[src/rtl/muldiv_seq_if.sv]
// EX-stage to multiply/divide sequencer request and HI/LO write-back bundle.
// master = pipeline side, slave = sequencer side.
interface muldiv_seq_if #(
    parameter int WIDTH = 32
);
    logic             start;
    logic [2:0]       op;
    logic [WIDTH-1:0] opA;
    logic [WIDTH-1:0] opB;
    logic             cancel;
    logic             busy;
    logic             done;
    logic             whi;
    logic             wlo;
    logic [WIDTH-1:0] wHiData;
    logic [WIDTH-1:0] wLoData;

    modport master (
        output start, op, opA, opB, cancel,
        input  busy, done, whi, wlo, wHiData, wLoData
    );

    modport slave (
        input  start, op, opA, opB, cancel,
        output busy, done, whi, wlo, wHiData, wLoData
    );
endinterface

[src/rtl/muldiv_seq.sv]
// Iterative MULT/MULTU/DIV/DIVU/MTHI/MTLO sequencer owning all HI/LO writes.
// Define MULDIV_FASTZERO_EN to finish multiplies by a zero operand in one cycle.
module muldiv_seq #(
    parameter int WIDTH = 32,
    parameter int CNT_W = 5
) (
    input logic         clk,
    input logic         rst,
    muldiv_seq_if.slave bus
);

    typedef enum logic [2:0] {S_IDLE, S_MUL, S_DIV, S_FIX, S_WB} state_t;

    state_t             state, state_n;
    logic [CNT_W-1:0]   cnt;
    logic [2*WIDTH-1:0] acc;
    logic [WIDTH-1:0]   b_r;
    logic               is_div, neg, rneg;

    logic               valid_op, accept, sgn, zero_b, fast, last;
    logic [WIDTH-1:0]   mag_a, mag_b, madd;
    logic [WIDTH:0]     msum, dtry;
    logic [2*WIDTH-1:0] mul_nxt, div_nxt, prod_fix;
    logic [WIDTH-1:0]   q_fix, r_fix, fix_hi, fix_lo;

    assign valid_op = !(bus.op[2] && bus.op[1]);
    assign accept   = (state == S_IDLE) && bus.start && !bus.cancel && valid_op;
    assign sgn      = !bus.op[2] && !bus.op[0];
    assign zero_b   = (bus.opB == '0);
    assign mag_a    = (sgn && bus.opA[WIDTH-1]) ? -bus.opA : bus.opA;
    assign mag_b    = (sgn && bus.opB[WIDTH-1]) ? -bus.opB : bus.opB;

`ifdef MULDIV_FASTZERO_EN
    assign fast = bus.op[2] || (bus.op[1] && zero_b)
                  || (!bus.op[1] && (zero_b || bus.opA == '0));
`else
    assign fast = bus.op[2] || (bus.op[1] && zero_b);
`endif

    assign last = (cnt == CNT_W'(WIDTH - 1));

    // Shift-add: multiplier sits in the low half and shifts out as the
    // product shifts in from the top.
    assign madd    = acc[0] ? b_r : '0;
    assign msum    = {1'b0, acc[2*WIDTH-1:WIDTH]} + {1'b0, madd};
    assign mul_nxt = {msum, acc[WIDTH-1:1]};

    // Restoring divide: {remainder, quotient/dividend} shifts left each step.
    assign dtry    = {acc[2*WIDTH-1:WIDTH], acc[WIDTH-1]} - {1'b0, b_r};
    assign div_nxt = dtry[WIDTH] ? {acc[2*WIDTH-2:0], 1'b0}
                                 : {dtry[WIDTH-1:0], acc[WIDTH-2:0], 1'b1};

    assign prod_fix = neg ? -acc : acc;
    assign q_fix    = neg ? -acc[WIDTH-1:0] : acc[WIDTH-1:0];
    assign r_fix    = rneg ? -acc[2*WIDTH-1:WIDTH] : acc[2*WIDTH-1:WIDTH];
    assign fix_hi   = is_div ? r_fix : prod_fix[2*WIDTH-1:WIDTH];
    assign fix_lo   = is_div ? q_fix : prod_fix[WIDTH-1:0];

    assign bus.busy = (state != S_IDLE);

    always_ff @(posedge clk or posedge rst) begin
        if (rst) state <= S_IDLE;
        else     state <= state_n;
    end

    always_comb begin
        state_n = state;
        unique case (state)
            S_IDLE: begin
                if (accept)
                    state_n = fast ? S_WB : (bus.op[1] ? S_DIV : S_MUL);
            end
            S_MUL, S_DIV: begin
                if (bus.cancel) state_n = S_IDLE;
                else if (last)  state_n = S_FIX;
            end
            S_FIX:   state_n = bus.cancel ? S_IDLE : S_WB;
            S_WB:    state_n = S_IDLE;
            default: state_n = S_IDLE;
        endcase
    end

    always_ff @(posedge clk or posedge rst) begin
        if (rst) begin
            cnt         <= '0;
            acc         <= '0;
            b_r         <= '0;
            is_div      <= 1'b0;
            neg         <= 1'b0;
            rneg        <= 1'b0;
            bus.done    <= 1'b0;
            bus.whi     <= 1'b0;
            bus.wlo     <= 1'b0;
            bus.wHiData <= '0;
            bus.wLoData <= '0;
        end else begin
            bus.done <= 1'b0;
            bus.whi  <= 1'b0;
            bus.wlo  <= 1'b0;
            unique case (state)
                S_IDLE: begin
                    if (accept) begin
                        cnt    <= '0;
                        acc    <= {{WIDTH{1'b0}}, mag_a};
                        b_r    <= mag_b;
                        is_div <= bus.op[1];
                        neg    <= sgn && (bus.opA[WIDTH-1] ^ bus.opB[WIDTH-1]);
                        rneg   <= sgn && bus.opA[WIDTH-1];
                        if (fast) begin
                            bus.done <= 1'b1;
                            if (bus.op[2]) begin
                                bus.whi <= !bus.op[0];
                                bus.wlo <= bus.op[0];
                                if (bus.op[0]) bus.wLoData <= bus.opA;
                                else           bus.wHiData <= bus.opA;
                            end else if (bus.op[1]) begin
                                bus.whi     <= 1'b1;
                                bus.wlo     <= 1'b1;
                                bus.wHiData <= bus.opA;
                                bus.wLoData <= '1;
                            end else begin
                                bus.whi     <= 1'b1;
                                bus.wlo     <= 1'b1;
                                bus.wHiData <= '0;
                                bus.wLoData <= '0;
                            end
                        end
                    end
                end
                S_MUL: begin
                    acc <= mul_nxt;
                    cnt <= cnt + 1'b1;
                end
                S_DIV: begin
                    acc <= div_nxt;
                    cnt <= cnt + 1'b1;
                end
                S_FIX: begin
                    if (!bus.cancel) begin
                        bus.done    <= 1'b1;
                        bus.whi     <= 1'b1;
                        bus.wlo     <= 1'b1;
                        bus.wHiData <= fix_hi;
                        bus.wLoData <= fix_lo;
                    end
                end
                default: ;
            endcase
        end
    end

endmodule

[src/flat_wrapper.sv]
// flat-port wrapper written by rule: the top's interface ports become plain ports
module muldiv_seq_flat 
#(
    parameter int WIDTH = 32,
    parameter int CNT_W = 5
)
  (clk, rst, bus_start, bus_op, bus_opA, bus_opB, bus_cancel, bus_busy, bus_done, bus_whi, bus_wlo, bus_wHiData, bus_wLoData);
  muldiv_seq_if #(.WIDTH(WIDTH)) bus_i ();
  input logic clk;
  input logic rst;
  input wire logic [$bits(bus_i.start)-1:0] bus_start;
  input wire logic [$bits(bus_i.op)-1:0] bus_op;
  input wire logic [$bits(bus_i.opA)-1:0] bus_opA;
  input wire logic [$bits(bus_i.opB)-1:0] bus_opB;
  input wire logic [$bits(bus_i.cancel)-1:0] bus_cancel;
  output wire logic [$bits(bus_i.busy)-1:0] bus_busy;
  output wire logic [$bits(bus_i.done)-1:0] bus_done;
  output wire logic [$bits(bus_i.whi)-1:0] bus_whi;
  output wire logic [$bits(bus_i.wlo)-1:0] bus_wlo;
  output wire logic [$bits(bus_i.wHiData)-1:0] bus_wHiData;
  output wire logic [$bits(bus_i.wLoData)-1:0] bus_wLoData;
  assign bus_i.start = bus_start;
  assign bus_i.op = bus_op;
  assign bus_i.opA = bus_opA;
  assign bus_i.opB = bus_opB;
  assign bus_i.cancel = bus_cancel;
  assign bus_busy = bus_i.busy;
  assign bus_done = bus_i.done;
  assign bus_whi = bus_i.whi;
  assign bus_wlo = bus_i.wlo;
  assign bus_wHiData = bus_i.wHiData;
  assign bus_wLoData = bus_i.wLoData;
  muldiv_seq #(.WIDTH(WIDTH), .CNT_W(CNT_W)) u_core (.clk(clk), .rst(rst), .bus(bus_i));
endmodule
[config.mk]
export PLATFORM = sky130hd
export DESIGN_NAME = muldiv_seq_flat
export DESIGN_NICKNAME = d
export VERILOG_FILES = /design/src/rtl/muldiv_seq_if.sv /design/src/rtl/muldiv_seq.sv /design/src/flat_wrapper.sv
export SDC_FILE = /design/constraint.sdc
export NUM_CORES = 1
export LEC_CHECK = 0
export CAP_MARGIN = 20
export CORE_MARGIN = 1
export CORE_UTILIZATION = 49
export CTS_CLUSTER_SIZE = 30
export DETAILED_ROUTE_END_ITERATION = 10
export MAX_ROUTING_LAYER = met4
export PLACE_DENSITY = 0.77
export SLEW_MARGIN = 40
export SYNTH_ARGS = -nofsm -noshare
export SYNTH_HDL_FRONTEND = slang
export SYNTH_SLANG_ARGS = --single-unit
[constraint.sdc]
create_clock -name clk -period 15.6 [get_ports clk]
set_input_delay 3.12 -clock clk [delete_from_list [all_inputs] [get_ports clk]]
set_output_delay 3.12 -clock clk [all_outputs]
set_load 0.02 [all_outputs]
Yosys cells after proc, flatten, opt, wreduce, memory -nomap -nowiden
Index checks and enable logic that the tools add are counted.
{"block": "classes", "addsub": 8, "n_eq_ne": 10, "muxes": 46, "bitwise_logic": 1, "n_reduce_logical": 27}
{"op": "$mux 32", "n": 19}
{"op": "$mux 64", "n": 3}
{"op": "$pmux 64 s3", "n": 1}
{"op": "$neg 32->32", "n": 4}
{"op": "$pmux 32 s2", "n": 2}
{"op": "$neg 64->64", "n": 1}
{"op": "$add 32x32->33", "n": 1}
{"op": "$sub 33x32->33", "n": 1}
{"op": "$logic_not 32->1", "n": 1}
{"op": "$mux 3", "n": 5}
{"op": "$pmux 5 s2", "n": 1}
{"op": "$reduce_and 5->1", "n": 2}
{"op": "$logic_and 1x1->1", "n": 9}
{"op": "$mux 1", "n": 9}
{"op": "$pmux 3 s3", "n": 1}
{"op": "$reduce_and 2->1", "n": 4}
{"op": "$eq 3x2->1 const B", "n": 2}
{"op": "$ne 3x3->1 const B", "n": 2}
{"op": "$pmux 1 s2", "n": 3}
{"op": "$reduce_bool 3->1", "n": 2}
{"op": "$add 5x1->5 const B", "n": 1}
{"op": "$eq 5x5->1 const B", "n": 1}
{"op": "$mux 5", "n": 1}
{"op": "$logic_not 1->1", "n": 4}
{"op": "10 further kinds", "n": 12}
{"block": "totals", "regBits": 174, "inputBits": 71, "word_cells": 104}

Longest topological paths before layout
Gate-level depths: netlist of run 1.
{"block": "logic_depth", "ltp_word": 6, "ltp_mapped": 15}

Worst setup path before layout of run 1
OpenSTA, ideal clock, no wires.
{"block": "synth_timing", "kind": "input to register", "from": "input bus_opB[12]", "to": "register u_core.bus.wLoData[5]", "setup_ns": 0.064, "t_arrival_ns": 5.251, "slack_ns": 10.285, "path_stages": 11, "path_buffers": 2, "path_cell_list": "or4_1 > nor3_2 > nand3b_1 > or2_1 > nor3b_2 > a21oi_1 > o22a_1 > buf_2 > buf_4 > a211oi_1 > a21o_1"}
{"block": "synth_via", "elab_chain_cells": 5}
{"item": "start: declaration", "line_no": "flat_wrapper.sv:14", "rtl": "input wire logic [$bits(bus_i.opB)-1:0] bus_opB;"}
{"item": "$logic_not 32->1", "line_no": "muldiv_seq.sv:29", "rtl": "assign zero_b = (bus.opB == '0);"}
{"item": "$logic_and 1x1->1", "line_no": "muldiv_seq.sv:37", "rtl": "assign fast = bus.op[2] || (bus.op[1] && zero_b);"}
{"item": "$logic_or 1x1->1", "line_no": "muldiv_seq.sv:37"}
{"item": "$ne 2x1->1 (no source line)"}
{"item": "$reduce_and 5->1 (no source line)"}
{"item": "end signal: assignment", "line_no": "muldiv_seq.sv:114", "rtl": "if (bus.op[0]) bus.wLoData <= bus.opA;"}
{"item": "end signal: assignment", "line_no": "muldiv_seq.sv:144", "rtl": "bus.wLoData <= fix_lo;"}
{"item": "end: declaration", "line_no": "muldiv_seq_if.sv:25", "rtl": "output busy, done, whi, wlo, wHiData, wLoData"}
No other way between the ends.
A chain may end at the register's enable or synchronous reset.

Final worst setup path of run 1
{"block": "layout_timing", "from": "input bus_opB[18]", "to": "register u_core.bus.wLoData[30]"}
Same word-level chain as after synthesis.

==> out/qor.yml, run 1 <==
drive_gt1_frac: 0.0503
die_h_um: 174
clk_pin_slew_ps: 80
holdCritPathClass: "reg2reg"
clkSinkCount: 174
nFillCells: 2642
synth_fp_nets: 1968
syn_area_per_cell_um2: 7.95
final_hold_viol_count: 0
final.setup_skew_ps: 16.0
grt.met3_usage: 0.0497
grt_antenna_before_repair: 0
rows: 62
leakagePower_nw: 7.05
clk_latency_ps: 440
avgViaCountPerCell: 6.24
max_slew_margin: 0.447
final_cells: 2271
r2r_cells: 13
globalplace.congestion: 0.973
max_cap_violations: 0
antennaDiodeCount: 0
worst_slack_ps: 9700
worst_pin_slew_ps: 829
synth_mux_area_frac: 0.0174
htree_num_levels: 4
synth-async-reset-ratio: 1.00
yosys_warnings: 0
worstPathMaxFanout: 65
rsz0062_at_grt: "false"
grt.busiest_layer: "met2"
grt_pass1_wl_mm: 72.8
cp.buffers_inverters: 2
drt-initial-drc-count: 1529
maxSlewViolCount: 0
whs_path_depth: 1
cts_buffers: 17
die-width_um: 174
cts_setup_buffers: 0
synth_area_leaders: "dfrtp_1 (30%), ha_1 (6.0%), xnor2_1 (5.7%)"
yosysTopAreaCell: "dfrtp_1"
crit_path_start_kind: "input pin"
placed_cell_area_mm2: 0.0160
clock.fmax_ghz: 0.169
crit_family: "simple AND/OR/NAND/NOR gates"
synth_xor_area_frac: 0.0997
synthSimpleGateAreaFrac: 0.182
place_hpwl_mm: 33.3
reg2reg_to: "u_core.acc[62]"
slowest_delay_ps: 610
worst_ep_arrival_time_ps: 6280
p_per_area_mw_per_mm2: 178
hold_buffers: 0
synth-edff-count: 0
drc: 0
worstPathRequired_ps: 15980
grt_max_degree: 84
die-area_mm2: 0.0303
drt_wl_total_mm: 45.5
syn_inst: 1825
synthToLayoutAreaGrowth_pct: 14.8
groute.layer.met1.usage: 0.392
final_nets: 2017
ioPinCount: 139
cp-end-kind: "flip-flop"
status: "finished clean"
design_area_mm2: 0.0166
cts_resized: 0
drtPass1Iterations: 5
synth_adder_area_share: 0.0632
slowest_stage: "or4_1"
ant_nets: 0
regToRegSetupSlack_ps: 11400
period_needed_ps: 5900
min_from: "u_core.bus.wLoData[21]"
synth_area_mm2: 0.0145
synth_top_family_by_area: "compound AO/OA/AOI/OAI gates"
yosysUniqueCellTypes: 84
yosys.area.top_type_share: 0.300
post_drt_wl_per_cell_um: 20.0
yosys_register_bits: 174
grt_overflow_total: 0
reg2reg_from: "u_core.acc[0]"
synth_compound_area_frac: 0.286
ys.flop_type: "dfrtp_1"
finalCritPeriodShare: 0.378
grtUsageMet2: 0.491
critical_path.cell_chain: "clkdlybuf4s50_1, or4_1, nor3_2, nand3b_1, or2_1, nor3b_2, a21oi_1, o22a_2, buf_4, a221oi_1, a21o_1"
pre_cts_ws_ps: 9300
io_buffers: 138
setup_viol: 0
core_mm2: 0.0289
cts_tree: "done"
start_util: 0.501
max-clock-path-buffers: 2
ir_worst_vdd_v: 0.000104
cts-root-buf: "clkbuf_16"
final_util: 0.575
yosysSeqAreaShare: 0.300
grt_pass1_vias: 13600
cp_num_cells: 11
tns_ps: 0
min_to: "u_core.bus.wLoData[21]"
crit_type: "in2reg"
dr_total_vias: 14200
placed_cells: 2239
grtUsageTotal: 0.310
per-stage QoR:
stage | hold WS (ps) | power, W
after floorplan | 450 | 0.00199
after global placement | 462 | 0.00246
after detailed placement | 466 | 0.00249
after CTS | 485 | 0.00294
after global routing | 502 | 0.00316
final | 479 | 0.00297
synth_stat cells, types with 5 or more instances:
master    instances
dfrtp_1         174
a211oi_1         17
a31oi_1          13
and2_1            9
inv_1            65
a21oi_1         160
nand3_1          20
xor2_1           70
xnor2_1          95
o21bai_1          9
nor2_1          182
nand2b_1         16
nor3_1           27
nand4_1          11
o21a_1           12
o21ai_1          37
mux2i_1          23
nor2b_1          19
a32oi_1           5
o31ai_1          28
clkbuf_1        110
ha_1             70
nand3b_1          7
a221oi_2          6
o221ai_1          8
and3_1            7
nand2_1         183
o41ai_1          10
o22ai_1           6
a221oi_1         15
o211ai_1          8
or4_1            10
a21o_1           37
a22oi_1          68
buf_2             5
a31o_2            5
nor4_1           13
or3_1            21
o21ai_0         153
sequential cells by signal (all words and copies together) (netlist names):
signal / cells
u_core.acc: 64
u_core.b_r: 32
u_core.bus.wHiData: 32
u_core.bus.wLoData: 32
u_core.cnt: 5
u_core.state: 3
u_core.bus.done: 1
u_core.bus.whi: 1
u_core.bus.wlo: 1
u_core.is_div: 1
u_core.neg: 1
u_core.rneg: 1
where the power goes:
part | internal, W | switching (W) | leakage, nW
sequential | 0.000584 | 0.000229 | 2.19
clock | 0.000230 | 0.000211 | 0.290
combinational | 0.000714 | 0.00100 | 4.57
total | 0.00153 | 0.00144 | 7.05
routing by layer:
metal	share of wire	wire length, um
met4	0.037	1670
met3	0.073	3310
met5	0	0
met1	0.42	19200
met2	0.47	21300
how the worst max path moves through the flow:
stage | from | to
4_1_cts | bus_opB[18] | u_core.bus.wLoData[30]
3_3_place_gp | bus_opB[18] | u_core.bus.wHiData[0]
2_1_floorplan | rst | u_core.acc[0]
3_5_place_dp | bus_opB[18] | u_core.bus.wLoData[30]
6_report | bus_opB[18] | u_core.bus.wLoData[30]
5_1_grt | bus_opB[18] | u_core.bus.wLoData[25]
cell usage in the layout (no fill, tap or decap), types with 10 or more instances in the layout:
cell,netlist,layout
nand2_1,183,183
nor2_1,182,180
dfrtp_1,174,173
a21oi_1,160,159
o21ai_0,153,153
clkdlybuf4s50_1,0,138
xnor2_1,95,95
xor2_1,70,70
ha_1,70,70
a22oi_1,68,68
inv_1,65,64
o21ai_1,37,37
a21o_1,37,37
o31ai_1,28,28
nor3_1,27,27
mux2i_1,23,23
or3_1,21,21
nand3_1,20,20
nor2b_1,19,17
a211oi_1,17,17
clkbuf_16,0,17
nand2b_1,16,16
a221oi_1,15,15
buf_4,3,14
nor4_1,13,13
a31oi_1,13,13
o21a_1,12,12
nand4_1,11,11
or4_1,10,10
worst reg2reg max path, delay by kind of cell (launching register included):
family                   cells  cell delay (ps)
AO/OA/AOI/OAI                6             1930
AND/OR/NAND/NOR              3              610
buffers and inverters        2              530
flip-flops                   1              500
adder cells (fa/ha/maj)      1              350
XOR/XNOR                     1              180
area by class of cell:
type | instances | area, um2 | share of cell area
Multi-Input combinational cell | 1462 | 9450 | 0.568
Sequential cell | 174 | 4360 | 0.262
Timing Repair Buffer | 154 | 1510 | 0.0907
Tap cell | 384 | 480 | 0.0289
Clock buffer | 18 | 429 | 0.0258
Inverter | 65 | 249 | 0.0150
Clock inverter | 14 | 173 | 0.0104
cell families (layout without fill, tap and decap cells):
group                    Yosys count  in the layout
AO/OA/AOI/OAI                    644            644
flip-flops                       174            174
AND/OR/NAND/NOR                  556            556
adder cells (fa/ha/maj)           72             72
multiplexers                      25             25
XOR/XNOR                         165            165
buffers and inverters            189            251
Note: power is estimated with default switching activity, not from simulation.
==> run 2, diff against run 1 <==
Settings changed: PLACE_DENSITY 0.77 to 0.8.
Clock period 15.6 ns to 5.3 ns, I/O delays scaled along.
==> run 2 against run 1 <==
Total power rose to 2.9 times the previous value. Non-clock buffer count unchanged. Sequential share of layout area about the same. Worst hold slack better by 3.5 ps. Critical path depth up 2. Clock-buffer cell count unchanged. Via count up 0.87%. Combinational power rose to 2.9 times the previous value. Worst setup slack worse by 8600 ps. Critical endpoint is now u_core.acc[62]. Largest cell class unchanged. Highest routed layer unchanged.
==> out/qor.yml, run 2 (same netlist as run 1, synthesis figures left out) <==
status: "finished clean"
dr_total_vias: 14300
worst_pin_slew_ps: 817
cp-end-kind: "flip-flop"
final.setup_skew_ps: 10.4
finalCritPeriodShare: 0.794
grt_overflow_total: 0
core_mm2: 0.0289
max_cap_violations: 0
slowest_delay_ps: 620
final_hold_viol_count: 0
io_buffers: 138
worstPathRequired_ps: 5600
clk_latency_ps: 450
top_register: "u_core.acc"
ir_worst_vdd_v: 0.000279
worstPathMaxFanout: 25
worst_ep_arrival_time_ps: 4510
cts_resized: 0
grt_max_degree: 97
drt-initial-drc-count: 1428
period_needed_ps: 4210
cts_buffers: 17
holdCritPathClass: "reg2reg"
nFillCells: 2646
setup_viol: 0
crit_type: "reg2reg"
cts_setup_buffers: 0
rows: 62
ant_nets: 0
max-clock-path-buffers: 2
place_hpwl_mm: 33.4
die_h_um: 174
hold_buffers: 0
htree_num_levels: 4
cts-root-buf: "clkbuf_16"
maxSlewViolCount: 0
start_util: 0.501
clk_pin_slew_ps: 70
tns_ps: 0
final_common_cell: "nand2_1"
ioPinCount: 139
max_slew_margin: 0.453
critical_path.cell_chain: "inv_1, buf_4, nor2_1, ha_1, nand4_1, nor2_1, nand4b_1, a311oi_1, nor2_1, o21ai_0, a211oi_1, xor2_1, o221ai_1"
slowest_stage: "o21ai_0"
rsz0062_at_grt: "false"
grt_pass1_vias: 13700
drt_wl_total_mm: 45.5
hold-worst-slack_ps: 482
clkSinkCount: 174
post_drt_wl_per_cell_um: 20.1
total_power_w: 0.00872
cp.buffers_inverters: 2
layout_common_cells: "nand2_1 (183), nor2_1 (180), dfrtp_1 (173)"
final_nets: 2017
leakagePower_nw: 7.06
grt_pass1_wl_mm: 72.2
cts_tree: "done"
crit_path_start_kind: "flip-flop"
avgViaCountPerCell: 6.29
p_per_area_mw_per_mm2: 524
die-width_um: 174
globalplace.congestion: 0.938
drc: 0
multi_input_area_mm2: 0.00946
synthToLayoutAreaGrowth_pct: 14.9
crit_family: "compound AO/OA/AOI/OAI gates"
clock.fmax_ghz: 0.238
cp_common_cell: "nor2_1"
drive_gt1_frac: 0.0503
grt_antenna_before_repair: 0
grtUsageTotal: 0.308
regArea_mm2: 0.00436
drtPass1Iterations: 6
die-area_mm2: 0.0303
largest_reg_flops: 64
antennaDiodeCount: 0
-- run 2: changes by cell type in the layout (fill, tap and decap cells not counted), sizes merged --
cell,before,now
clkinv,6,3
clkinvlp,1,3
inv,71,72
-- run 2: stage by stage --
step | setup WS, ps | std cells | instance area, um2 | util
after floorplan | 2020 | 1825 | 14500 | -
after global placement | 974 | 2238 | 16000 | 0.553
after detailed placement | 1070 | 2239 | 16100 | 0.555
after CTS | 1230 | 2271 | 16600 | 0.575
after global routing | 939 | 2271 | 16700 | 0.576
final | 1090 | 2271 | 16700 | 0.576
-- run 2: final timing paths --
kind / start / to / slack (ps) / cells after the start
setup / recovery: u_core.acc[0] / u_core.acc[62] / 1090 / 13
hold / removal: u_core.bus.wLoData[27] / u_core.bus.wLoData[27] / 480 / 1
setup reg to reg: u_core.acc[0] / u_core.acc[62] / 1090 / 13
hold reg to reg: u_core.bus.wLoData[27] / u_core.bus.wLoData[27] / 480 / 1
max in group asynchronous: rst / u_core.b_r[20] / 3390 / 4
min in group asynchronous: rst / u_core.bus.wLoData[10] / 1060 / 3
-- run 2: layout make-up --
type / instances / share of cell area
Tap cell: 384 / 0.0288
Clock inverter: 14 / 0.00894
Clock buffer: 18 / 0.0258
Multi-Input combinational cell: 1462 / 0.568
Sequential cell: 174 / 0.261
Inverter: 65 / 0.0149
Timing Repair Buffer: 154 / 0.0923
-- run 2: routing by layer --
metal | vias to the layer above | track usage | routed length [um]
li1 | 6695 | - | -
met1 | 6777 | 0.390 | 19000
met2 | 691 | 0.492 | 21200
met3 | 131 | 0.0389 | 3450
met4 | 0 | 0.140 | 1920
met5 | - | - | 0
-- run 2: report_power, final --
| part | total, W | switching (W) | internal [W] |
|---|---|---|---|
| logic | 0.00504 | 0.00293 | 0.00211 |
| registers | 0.00239 | 0.000666 | 0.00172 |
| clock network | 0.00129 | 0.000624 | 0.000669 |
| total | 0.00872 | 0.00422 | 0.00450 |
-- run 2: worst reg2reg max path, stage by stage, from the launching register on --
cell      delay (ps)
dfrtp_1          510
inv_1            330
buf_4            360
nor2_1           110
ha_1             400
nand4_1          230
nor2_1           190
nand4b_1         220
a311oi_1         400
nor2_1           180
o21ai_0          630
a211oi_1         200
xor2_1           200
o221ai_1         130
==> run 3, diff against run 2 <==
Clock period 5.3 ns to 3.4 ns, I/O delays scaled along.
==> run 3 against run 2 <==
Final cell count up 6.8%. Routed wire length up 6.3%. Worst hold slack worse by 3.8 ps. Register-to-register slack worse by 1000 ps. Die area unchanged. Total power up 70%. Non-clock buffer count up 153. Sequential share of layout area down 1.9 points. Combinational power up 86%. Critical path depth up 1. Worst setup slack worse by 1000 ps.
==> out/qor.yml, run 3 (same netlist as run 1, synthesis figures left out) <==
post_drt_wl_per_cell_um: 20.0
cts-root-buf: "clkbuf_16"
holdCritPathClass: "reg2reg"
htree_num_levels: 4
crit_type: "reg2reg"
clk_pin_slew_ps: 80
p_per_area_mw_per_mm2: 824
grt_pass1_wl_mm: 77.4
grtUsageTotal: 0.330
place_hpwl_mm: 36.4
final_util: 0.621
die-width_um: 174
nFillCells: 2462
final_common_cell: "nand2_1"
drtPass1Iterations: 6
drt-initial-drc-count: 1623
cts_tree: "done"
worst_ep_arrival_time_ps: 3620
worstPathRequired_ps: 3700
rows: 62
synthToLayoutAreaGrowth_pct: 24.0
rsz0062_at_grt: "true"
ant_nets: 0
cts_buffers: 17
design_area_mm2: 0.0180
crit_path_start_kind: "flip-flop"
dr_total_vias: 15100
grt.busiest_layer: "met2"
avgViaCountPerCell: 6.24
final.setup_skew_ps: 16.6
top_register: "u_core.acc"
total_power_w: 0.0148
clk_latency_ps: 450
grt_pass1_vias: 14600
grtUsageMet2: 0.522
ir_worst_vdd_v: 0.000422
clkSinkCount: 174
largest_reg_flops: 64
max-clock-path-buffers: 2
leakagePower_nw: 7.83
status: "finished clean"
grt.met3_usage: 0.0591
cp-end-kind: "flip-flop"
finalCritPeriodShare: 0.975
groute.layer.met1.usage: 0.408
layout_common_cells: "nand2_1 (183), nor2_1 (180), dfrtp_1 (174)"
hold-worst-slack_ps: 479
drt_wl_total_mm: 48.4
grt_antenna_before_repair: 1
grt_max_degree: 74
drive_gt1_frac: 0.129
placed_cells: 2388
grt_overflow_total: 0
final_nets: 2170
die-area_mm2: 0.0303
final_hold_viol_count: 0
period_needed_ps: 3320
max_cap_violations: 0
worstPathMaxFanout: 12
setup_viol: 0
start_util: 0.501
core_mm2: 0.0289
placed_cell_area_mm2: 0.0173
die_h_um: 174
io_buffers: 138
ioPinCount: 139
max_slew_margin: 0.429
maxSlewViolCount: 0
globalplace.congestion: 1.02
drc: 0
worst_pin_slew_ps: 853
final_cells: 2425
clock.fmax_ghz: 0.302
-- run 3: changes by cell type in the layout (fill, tap and decap cells not counted), moves of 3 or more --
| cell | change |
|---|---|
| inv_8 | -3 |
| buf_4 | +145 |
| buf_12 | +9 |
| clkinv_8 | +3 |
-- run 3: layout make-up --
class                      instances  area [um2]  area share
multi-input combinational       1462        9510       0.529
sequential                       174        4350       0.242
timing repair buffer             307        2780       0.155
tap                              384         480      0.0267
clock buffer                      17         425      0.0237
inverter                          65         248      0.0138
clock inverter                    15         175     0.00975
antenna                            1        2.50    0.000139
-- run 3: through the flow --
stage	setup TNS, ps	setup WS, ps
floorplan	0	253
global placement	-618	-79.3
detailed placement	-1540	-109
CTS	0	6.93
global route	-80.0	-36.3
finish	0	83.4
-- run 3: layer usage --
metal	share of wire	vias up	wire (um)
li1	-	7021	-
met1	0.40	7148	19400
met2	0.46	808	22400
met3	0.086	162	4180
met4	0.050	0	2420
met5	0	-	0
-- run 3: power breakdown --
| group | switching, W | total [W] | internal [W] |
|---|---|---|---|
| registers | 0.000700 | 0.00339 | 0.00269 |
| logic | 0.00527 | 0.00937 | 0.00410 |
| clock network | 0.00100 | 0.00205 | 0.00105 |
-- run 3: critical path, cell delays in order (launching register included) --
cell,delay [ps]
dfrtp_1,380
inv_1,170
buf_12,170
nor2_1,50
ha_1,380
nand4_1,240
nor2_1,180
nand4b_1,260
a311oi_2,370
nor2_1,120
o21ai_0,270
buf_4,200
a211oi_2,70
xor2_1,170
o221ai_1,130
-- run 3: final timing paths --
kind                                          end                    from  slack, ps  cells past startpoint
hold / removal             u_core.bus.wLoData[21]  u_core.bus.wLoData[21]        480                      1
max in group asynchronous          u_core.acc[23]                     rst       2080                      4
hold reg to reg            u_core.bus.wLoData[21]  u_core.bus.wLoData[21]        480                      1
setup reg to reg                   u_core.acc[62]           u_core.acc[0]         80                     14
setup / recovery                   u_core.acc[62]           u_core.acc[0]         80                     14
min in group asynchronous  u_core.bus.wLoData[12]                     rst        500                      2
-- run 3: timing repair --
item | in CTS | in global routing
resized for setup | 2 | 20
buffers inserted | 0 | 4
hold buffers | 0 | 0
endpoints found under the setup margin | 2 | 25
pin swaps | 2 | 5
endpoints found under the hold margin | 0 | 0
